[src/rtl/vga_line_prefetch_ctrl.sv]
// -----------------------------------------------------------------------------
// vga_line_prefetch_ctrl
//
// Prefetches one video row from SDRAM into a ping-pong line buffer, one row
// ahead of the display. At the start of each eligible scan line (iVGA_X == 0),
// the next row is fetched as H_ACT/BURST_LEN consecutive burst reads. Each
// returned beat is written straight into the line-buffer bank selected by the
// row's parity. The display reads the opposite bank.
//
// Ports
//   iCLK, iRST          clock, asynchronous active-high reset
//   iEnable             low: no new fetch starts; an open request is withdrawn
//   iVGA_X, iVGA_Y      current raster position, blanking included
//   oRd_Req/oRd_Addr    burst request and start word address to the arbiter
//   iRd_Gnt             one-cycle acceptance of the pending burst
//   iRd_Valid/iRd_Data  returned data beats, {R,G,B} 10 bits each
//   oLB_Wr_*            line-buffer write port (enable, bank, address, data)
//   oLB_Rd_Bank         bank the display is currently reading
//   oBusy               a fetch is in progress
//   oLine_Done          pulse after the last word of a row is written
//   oFrame_Done         pulse together with oLine_Done for the last row
//   oUnderrun           sticky: a new line started before the fetch finished
//   iUnderrun_Clr       clears oUnderrun (a simultaneous new overrun wins)
// -----------------------------------------------------------------------------
module vga_line_prefetch_ctrl #(
    parameter int          H_ACT         = 640,
    parameter int          V_ACT         = 480,
    parameter int          VIDEO_START_Y = 100,
    parameter int          BURST_LEN     = 8,
    parameter logic [21:0] FRAME_BASE    = 22'h0
) (
    input  logic        iCLK,
    input  logic        iRST,
    input  logic        iEnable,
    input  logic [10:0] iVGA_X,
    input  logic [10:0] iVGA_Y,
    output logic        oRd_Req,
    input  logic        iRd_Gnt,
    output logic [21:0] oRd_Addr,
    input  logic        iRd_Valid,
    input  logic [29:0] iRd_Data,
    output logic        oLB_Wr_En,
    output logic        oLB_Wr_Bank,
    output logic [9:0]  oLB_Wr_Addr,
    output logic [29:0] oLB_Wr_Data,
    output logic        oLB_Rd_Bank,
    output logic        oBusy,
    output logic        oLine_Done,
    output logic        oFrame_Done,
    output logic        oUnderrun,
    input  logic        iUnderrun_Clr
);

    localparam logic [10:0] TRIG_Y_MIN   = 11'(VIDEO_START_Y - 1);
    localparam logic [10:0] TRIG_Y_MAX   = 11'(V_ACT - 2);
    localparam logic [10:0] START_Y      = 11'(VIDEO_START_Y);
    localparam logic [8:0]  LAST_ROW     = 9'(V_ACT - VIDEO_START_Y - 1);
    localparam logic [9:0]  LAST_WORD    = 10'(H_ACT - 1);
    localparam logic [9:0]  BEAT_MASK    = 10'(BURST_LEN - 1);
    localparam logic [21:0] LINE_STRIDE  = 22'(H_ACT);
    localparam logic [21:0] BURST_STRIDE = 22'(BURST_LEN);

    typedef enum logic [1:0] {
        IDLE = 2'd0,
        REQ  = 2'd1,
        DATA = 2'd2
    } stateT;

    stateT       stateReg, stateNext;
    logic [8:0]  rowReg, rowNext;
    logic [9:0]  wordCntReg, wordCntNext;
    logic [21:0] addrReg, addrNext;
    logic        busyReg;
    logic        lineDoneReg, lineDoneNext;
    logic        frameDoneReg, frameDoneNext;
    logic        underrunReg;

    logic        trigger;
    logic [8:0]  trigRow;
    logic        wrEn;
    logic        lastBeat;
    logic        rowComplete;

    assign trigger = iEnable && (iVGA_X == 11'd0) &&
                     (iVGA_Y >= TRIG_Y_MIN) && (iVGA_Y <= TRIG_Y_MAX);
    // The row fetched is the one displayed on the following scan line.
    assign trigRow = 9'(iVGA_Y + 11'd1 - START_Y);

    assign wrEn = (stateReg == DATA) && iRd_Valid;
    // Bursts are aligned to BURST_LEN, so the low word-counter bits are the
    // beat index within the current burst.
    assign lastBeat    = (wordCntReg & BEAT_MASK) == BEAT_MASK;
    assign rowComplete = wordCntReg == LAST_WORD;

    always_comb begin
        stateNext     = stateReg;
        rowNext       = rowReg;
        wordCntNext   = wordCntReg;
        addrNext      = addrReg;
        lineDoneNext  = 1'b0;
        frameDoneNext = 1'b0;
        case (stateReg)
            IDLE: begin
                if (trigger) begin
                    stateNext   = REQ;
                    rowNext     = trigRow;
                    wordCntNext = 10'd0;
                    addrNext    = FRAME_BASE + 22'(trigRow) * LINE_STRIDE;
                end
            end
            REQ: begin
                // Withdrawing the enable takes precedence over a grant.
                if (!iEnable) begin
                    stateNext = IDLE;
                end else if (iRd_Gnt) begin
                    stateNext = DATA;
                end
            end
            DATA: begin
                if (iRd_Valid) begin
                    wordCntNext = wordCntReg + 10'd1;
                    if (lastBeat) begin
                        if (rowComplete) begin
                            stateNext     = IDLE;
                            lineDoneNext  = 1'b1;
                            frameDoneNext = (rowReg == LAST_ROW);
                        end else if (iEnable) begin
                            stateNext = REQ;
                            addrNext  = addrReg + BURST_STRIDE;
                        end else begin
                            stateNext = IDLE;
                        end
                    end
                end
            end
            default: stateNext = IDLE;
        endcase
    end

    always_ff @(posedge iCLK or posedge iRST) begin
        if (iRST) begin
            stateReg     <= IDLE;
            rowReg       <= 9'd0;
            wordCntReg   <= 10'd0;
            addrReg      <= 22'd0;
            busyReg      <= 1'b0;
            lineDoneReg  <= 1'b0;
            frameDoneReg <= 1'b0;
            underrunReg  <= 1'b0;
        end else begin
            stateReg     <= stateNext;
            rowReg       <= rowNext;
            wordCntReg   <= wordCntNext;
            addrReg      <= addrNext;
            busyReg      <= (stateNext != IDLE);
            lineDoneReg  <= lineDoneNext;
            frameDoneReg <= frameDoneNext;
            // A new overrun outranks a clear in the same cycle.
            if (trigger && busyReg) begin
                underrunReg <= 1'b1;
            end else if (iUnderrun_Clr) begin
                underrunReg <= 1'b0;
            end
        end
    end

    // Write data is gated so the port idles at zero between beats and in reset.
    genvar gi;
    generate
        for (gi = 0; gi < 3; gi++) begin : gChan
            assign oLB_Wr_Data[gi*10 +: 10] = wrEn ? iRd_Data[gi*10 +: 10] : 10'd0;
        end
    endgenerate

    assign oRd_Req     = (stateReg == REQ);
    assign oRd_Addr    = addrReg;
    assign oLB_Wr_En   = wrEn;
    assign oLB_Wr_Bank = rowReg[0];
    assign oLB_Wr_Addr = wordCntReg;
    assign oBusy       = busyReg;
    assign oLine_Done  = lineDoneReg;
    assign oFrame_Done = frameDoneReg;
    assign oUnderrun   = underrunReg;
    // Bit 0 of (iVGA_Y - START_Y) is the XOR of the two operands' bit 0.
    assign oLB_Rd_Bank = (iVGA_Y >= START_Y) && (iVGA_Y[0] ^ START_Y[0]);

endmodule

[config.mk]
export PLATFORM = sky130hd
export DESIGN_NAME = vga_line_prefetch_ctrl
export DESIGN_NICKNAME = d
export VERILOG_FILES = /design/src/rtl/vga_line_prefetch_ctrl.sv
export SDC_FILE = /design/constraint.sdc
export NUM_CORES = 1
export LEC_CHECK = 0
export BUFFER_PORTS_ARGS = -buffer_cell sky130_fd_sc_hd__buf_4
export CORE_UTILIZATION = 49
export DETAILED_ROUTE_END_ITERATION = 8
export GPL_ROUTABILITY_DRIVEN = 1
export MAX_ROUTING_LAYER = met4
export PLACE_DENSITY = 0.87
export SYNTH_ARGS = -nofsm -noshare
export SYNTH_HDL_FRONTEND = slang
export SYNTH_SLANG_ARGS = --single-unit
[constraint.sdc]
create_clock -name iCLK -period 2.59 [get_ports iCLK]
set_clock_uncertainty 0.1 [all_clocks]
set_input_delay 0.777 -clock iCLK [delete_from_list [all_inputs] [get_ports iCLK]]
set_output_delay 0.777 -clock iCLK [all_outputs]
set_load 0.005 [all_outputs]
==> run_results.csv, run 1 <==
group,metric,value,unit
routing,ant_nets,0,
sta,worstMarginPinSlew,0.710,ns
status,failed_checks,"negative setup slack",
finish,drive_gt1_frac,0.446,
synthesis,synth_area_per_cell,8.47,µm²
clocking,clkSinkCount,44,
pwr,p_leak,0.00258,µW
finish,final_cell_mix,"180 x buf_4, 44 x dfrtp_1, 37 x nand2_1",
pwr,total_power,1960,µW
clocking,htreeDepth,2,
synthesis,yosys_register_bits,44,
clocking,cts_tree,"built",
routing,drtIter0Drc,367,
die,pin_count,128,
setup_path,end_kind,"flop",
sta,hold_violations,0,
synthesis,synth_cells,368,
finish,fin_area,4990,µm²
routing,firstDrtPassIters,5,
sta,fmax,306,MHz
pwr,power_density,393,nW/µm²
pwr,ir_worst_vdd,0.000363,V
sta,holdWs,0.388,ns
clocking,hold_buffers,0,
finish,utilization,0.828,
synthesis,ys.flop_type,"dfrtp_1",
sta,slew_viol_final,0,
place,port_buffers,124,
clocking,clk_latency,0.31,ns
grt,grt_pass1_wl,17300,µm
die,core.rowCount,28,
routing,wire_per_inst,19.3,µm
grt,grtUsageTotal,0.353,
sta,final.setup.tns,-3.41,ns
finish,diodes,0,
finish,area_growth,60.1,%
finish,final_nets,619,
setup_path,setup.worst_path.class,"input port to flop",
flow_run,max-cap-violations,0,
sta,rsz0062_at_grt,"true",
setup_path,crit_fanout,5,
sta,finalCritPeriodShare,1.26,
setup_path,cp.required,2.69,ns
clocking,clockBufferDepth,2,
hold_path,hold_path_class,"flop to flop",
routing,via_per_inst,6.16,
routing,via_count,3818,
grt,antenna_found_initial,0,
synthesis,synthArstFlopShare,1.00,
routing,wl,12000,µm
setup_path,arrival,3.36,ns
sta,final-setup-viol-count,8,
grt,grt_pass1_vias,3513,
die,die_h,81.8,µm
finish,n_fill_cell,348,
grt,grt_overflow_total,0,
place,postPlaceCellArea,4560,µm²
die,initial_core_util,0.517,
synthesis,synth.distinct_cells,56,
place,gp_congestion,0.995,
die,core,6030,µm²
die,die_w,81.8,µm
grt,grt_max_degree,45,
clocking,cts_buffers,5,
sta,setup_ws,-0.677,ns
die,dieArea,6680,µm²
place,hpwl,7580,µm
status,status,"finished with violations",
synthesis,synth-seq-area-share,0.353,
finish,multi_input_area,2150,µm²
finish,regArea,1100,µm²
synthesis,synth_edf_count,0,
sta,maxSlewHeadroom,0.527,
clocking,clk_pin_slew_worst_paths,0.09,ns
routing,drc,0,
finish,final_common_cell,"buf_4",
clocking,root_buffer,"clkbuf_8",
synthesis,syn_area,3120,µm²
sta,period_needed,3.27,ns
synthesis,yosys_warnings,0,
setup_path,start_kind,"input port",
[timing repair]
| action | CTS | global route |
|---|---|---|
| setup endpoints to repair | 8 | 10 |
| pin swaps | 22 | 6 |
| resized for setup | 32 | 15 |
| buffers inserted | 9 | 2 |
[critical path, cell delays in order]
cell,delay [ns]
buf_12,0.12
a2111o_1,0.55
xor2_2,0.21
ha_1,0.33
ha_4,0.20
a211oi_2,0.30
o21bai_4,0.15
o41ai_4,0.26
xnor2_1,0.17
nor2_1,0.08
a211o_1,0.23
[where the power goes]
group          total, µW  leakage (µW)  switching (µW)  internal (µW)
clock                578     0.0000614             262            316
combinational        692       0.00191             322            370
sequential           689      0.000615            1.57            688
[cell type report]
class	count	area share
clock buffer	6	0.0166
clock inverter	2	0.00778
inverter	9	0.00677
multi-input combinational	294	0.431
sequential	44	0.221
tap	75	0.0188
timing repair buffer	190	0.299
[through the flow]
stage,std cells,worst slack [ns]
4_1_cts,619,-0.461
3_5_place_dp,602,-0.841
2_1_floorplan,370,-0.617
6_report,620,-0.677
5_1_grt,620,-0.736
3_3_place_gp,602,-0.779
[logic make-up (layout without fill, tap and decap cells)]
logic type	after synthesis	count (layout)	share of synthesized area
compound gates	81	81	0.170
xor+xnor	25	25	0.0703
fa+ha+maj	17	17	0.0707
buf+inv	32	207	0.0530
flops	44	44	0.353
mux	1	1	0.00321
other cells	1	3	0.00120
simple gates	167	167	0.278
[final timing paths]
| kind | startpoint | end | slack (ns) | cells after the start |
|---|---|---|---|---|
| hold / removal | rowReg[7]$_DFFE_PP0P_ | rowReg[7]$_DFFE_PP0P_ | 0.39 | 2 |
| setup reg to reg | oLB_Wr_Addr[0]$_DFFE_PP0P_ | oRd_Addr[17]$_DFFE_PP0P_ | 0.35 | 7 |
| hold reg to reg | rowReg[7]$_DFFE_PP0P_ | rowReg[7]$_DFFE_PP0P_ | 0.39 | 2 |
| min in group asynchronous | iRST | oUnderrun$_DFFE_PP0P_ | 0.51 | 3 |
| setup / recovery | iVGA_Y[1] | oRd_Addr[17]$_DFFE_PP0P_ | -0.68 | 11 |
| max in group asynchronous | iRST | oRd_Addr[13]$_DFFE_PP0P_ | 1.50 | 3 |
[synth_stat cells, drive strengths merged, types with 5 or more instances]
cell | instances | area (µm²)
xor2 | 13 | 114
and3 | 36 | 225
a31oi | 7 | 43.8
dfrtp | 44 | 1100
ha | 16 | 200
nand4 | 6 | 37.5
xnor2 | 12 | 105
nand3 | 16 | 85.1
nor2 | 39 | 154
nand2 | 38 | 143
buf | 11 | 86.3
o21ai | 21 | 105
nor3 | 7 | 40.0
clkbuf | 12 | 45.0
a21oi | 20 | 100
nor4 | 5 | 31.3
inv | 9 | 33.8
[state kept, by name (all words and copies together), names as in the netlist]
name         flops
oBusy            1
oFrame_Done      1
oLB_Wr_Addr     10
oLine_Done       1
oRd_Addr        19
oUnderrun        1
rowReg           9
stateReg         2
[routing by layer]
layer | up-vias | share of wire | routed length (µm) | GRT usage
met1 | 1816 | 0.39 | 4660 | 0.437
met2 | 274 | 0.48 | 5740 | 0.571
met3 | 60 | 0.086 | 1030 | 0.0678
met5 | - | 0 | 0 | -
met4 | 0 | 0.046 | 553 | 0.132
li1 | 1668 | - | - | -
Note: power is estimated with default switching activity, not from simulation.
==> run 2: changes to the inputs <==
CORE_UTILIZATION = 44   (was 49)
PLACE_DENSITY = 0.74   (was 0.87)
clock period = 2.9 ns   (was 2.59 ns; I/O delays follow)
==> run 2 against run 1 <==
Effect of this change:
- core utilization fell by 13 points
- clock power fell by 35%
- the flow still finishes with violations (negative setup slack)
- cell count rose by 1.3%
- largest cell class unchanged
- flip-flop and latch count did not move
- design area fell by 3.9%
- sequential share of layout area rose by 0.90 points
- largest power group is now sequential cells
- critical path type unchanged
- via count fell by 10%
- power fell by 22%
- non-clock buffer count fell by 12
- count of clock-buffer cells in the layout fell by 1
- routed wire length fell by 20%
==> run_results.csv, run 2 (synthesis results as in run 1) <==
group,metric,value,unit
routing,drtIter0Drc,137,
finish,final_nets,607,
finish,drive_gt1_frac,0.419,
finish,diodes,0,
hold_path,hold_path_class,"flop to flop",
die,pin_count,128,
pwr,combPwrFrac,0.351,
setup_path,arrival,3.26,ns
die,initial_core_util,0.456,
grt,grt_pass1_vias,3156,
sta,worstMarginPinSlew,0.773,ns
routing,via_per_inst,5.46,
setup_path,cp.required,2.99,ns
place,port_buffers,124,
clocking,clockBufferDepth,2,
place,gp_congestion,0.941,
grt,grt_overflow_total,0,
setup_path,worst-r2r-cell-count,7,
setup_path,path_cells,"buf_12 > ha_4 > or4_4 > nand2_4 > xor2_4 > xnor2_2 > ha_1 > o21ai_2 > o21bai_2 > o41ai_2 > xnor2_1 > nor2_1 > a211o_1",
routing,via_count,3430,
die,die_w,86.2,µm
pwr,total_power,1530,µW
place,hpwl,7160,µm
pwr,power_density,319,nW/µm²
pwr,p_switching,457,µW
sta,holdWs,0.370,ns
grt,antenna_found_initial,0,
sta,final.setup.tns,-1.23,ns
pwr,internal_power,1070,µW
setup_path,setup.worst_path.class,"input port to flop",
routing,drc,0,
sta,period_needed,3.17,ns
setup_path,crit_fanout,6,
sta,rsz0062_at_grt,"true",
sta,hold_violations,0,
finish,final_cell_mix,"172 x buf_4, 44 x dfrtp_1, 37 x nor2_1, 37 x nand2_1, 36 x and3_1",
die,core,6830,µm²
routing,wl,9620,µm
sta,final-setup-viol-count,6,
sta,finalCritPeriodShare,1.09,
place,postPlaceCellArea,4530,µm²
pwr,p_leak,0.00250,µW
grt,grtUsageTotal,0.263,
status,failed_checks,"negative setup slack",
hold_path,hp-start,"rowReg[7]$_DFFE_PP0P_",
die,die_h,86.2,µm
setup_path,end_kind,"flop",
status,status,"finished with violations",
grt,grt_max_degree,51,
finish,largest_reg_flops,19,
routing,firstDrtPassIters,5,
hold_path,hold_depth,2,
sta,setup_ws,-0.273,ns
sta,maxSlewHeadroom,0.484,
setup_path,rr_endpoint,"oRd_Addr[17]$_DFFE_PP0P_",
clocking,clk_pin_slew_worst_paths,0.09,ns
finish,utilization,0.701,
finish,fin_area,4790,µm²
setup_path,reg2reg_from,"oLB_Wr_Addr[0]$_DFFE_PP0P_",
routing,wire_per_inst,15.3,µm
clocking,htreeDepth,2,
hold_path,min_to,"rowReg[7]$_DFFE_PP0P_",
pwr,switching_share,0.299,
grt,grt_pass1_wl,15100,µm
setup_path,reg2reg_slack,0.63,ns
pwr,ir_worst_vdd,0.000211,V
clocking,cts_buffers,5,
clocking,root_buffer,"clkbuf_8",
clocking,clk_latency,0.30,ns
finish,final_common_cell,"buf_4",
sta,fmax,315,MHz
pwr,pwr-share-seq,0.403,
clocking,cts_tree,"built",
die,dieArea,7420,µm²
flow_run,max-cap-violations,0,
routing,ant_nets,0,
pwr,p_clk_frac,0.246,
clocking,clkSinkCount,44,
sta,slew_viol_final,0,
finish,area_growth,53.8,%
setup_path,slowest_stage,"or4_4",
setup_path,slowest_delay,0.44,ns
setup_path,start_kind,"input port",
clocking,hold_buffers,0,
die,core.rowCount,30,
run 2: stage by stage:
step / setup WS [ns] / cells
global placement: -0.574 / 615
global route: -0.405 / 628
CTS: -0.211 / 626
finish: -0.273 / 628
detailed placement: -0.645 / 615
floorplan: -0.400 / 370
run 2: worst max-delay path, delay by kind of cell:
| kind | cells | cell delay, ns |
|---|---|---|
| and+or+nand+nor | 3 | 0.62 |
| AOI/OAI and AO/OA | 4 | 0.73 |
| xor gates and xnor gates | 3 | 0.43 |
| adders and majority gates | 2 | 0.50 |
| buffers and inverters | 1 | 0.11 |
run 2: area by class of cell:
cell class	instances	area [µm²]
sequential	44	1100
timing repair buffer	178	1380
inverter	9	33.8
tap	96	120
fill	553	2040
multi-input combinational	294	2080
clock buffer	5	68.8
clock inverter	2	12.5
run 2: power groups by stage:
stage	sequential [µW]	clock, µW	combinational, µW
after CTS	615	385	485
after global placement	628	0	420
after floorplan	627	0	238
after detailed placement	628	0	431
after global routing	616	403	583
final	615	376	537
run 2: worst max-delay path by stage:
stage	cells after the start	start	end	slack, ns
CTS	13	iVGA_Y[0]	oRd_Addr[17]$_DFFE_PP0P_	-0.21
floorplan	12	iVGA_Y[2]	oRd_Addr[18]$_DFFE_PP0P_	-0.40
global route	13	iVGA_Y[0]	oRd_Addr[17]$_DFFE_PP0P_	-0.40
global placement	13	iVGA_Y[0]	oRd_Addr[17]$_DFFE_PP0P_	-0.57
detailed placement	14	iVGA_Y[0]	oRd_Addr[17]$_DFFE_PP0P_	-0.64
finish	13	iVGA_Y[0]	oRd_Addr[17]$_DFFE_PP0P_	-0.27
run 2: repair_timing:
action,CTS,global route
endpoints found under the hold margin,0,0
resized for setup,18,11
cloned,0,0
pin swaps,13,12
buffers inserted,4,2
endpoints found under the setup margin,6,6
run 2: per-layer routing:
layer,track usage,vias to the layer above,part of all wire
met5,-,-,0
met4,0.0712,0,0.012
met3,0.0375,12,0.055
met2,0.426,119,0.50
met1,0.346,1648,0.44
li1,-,1651,-
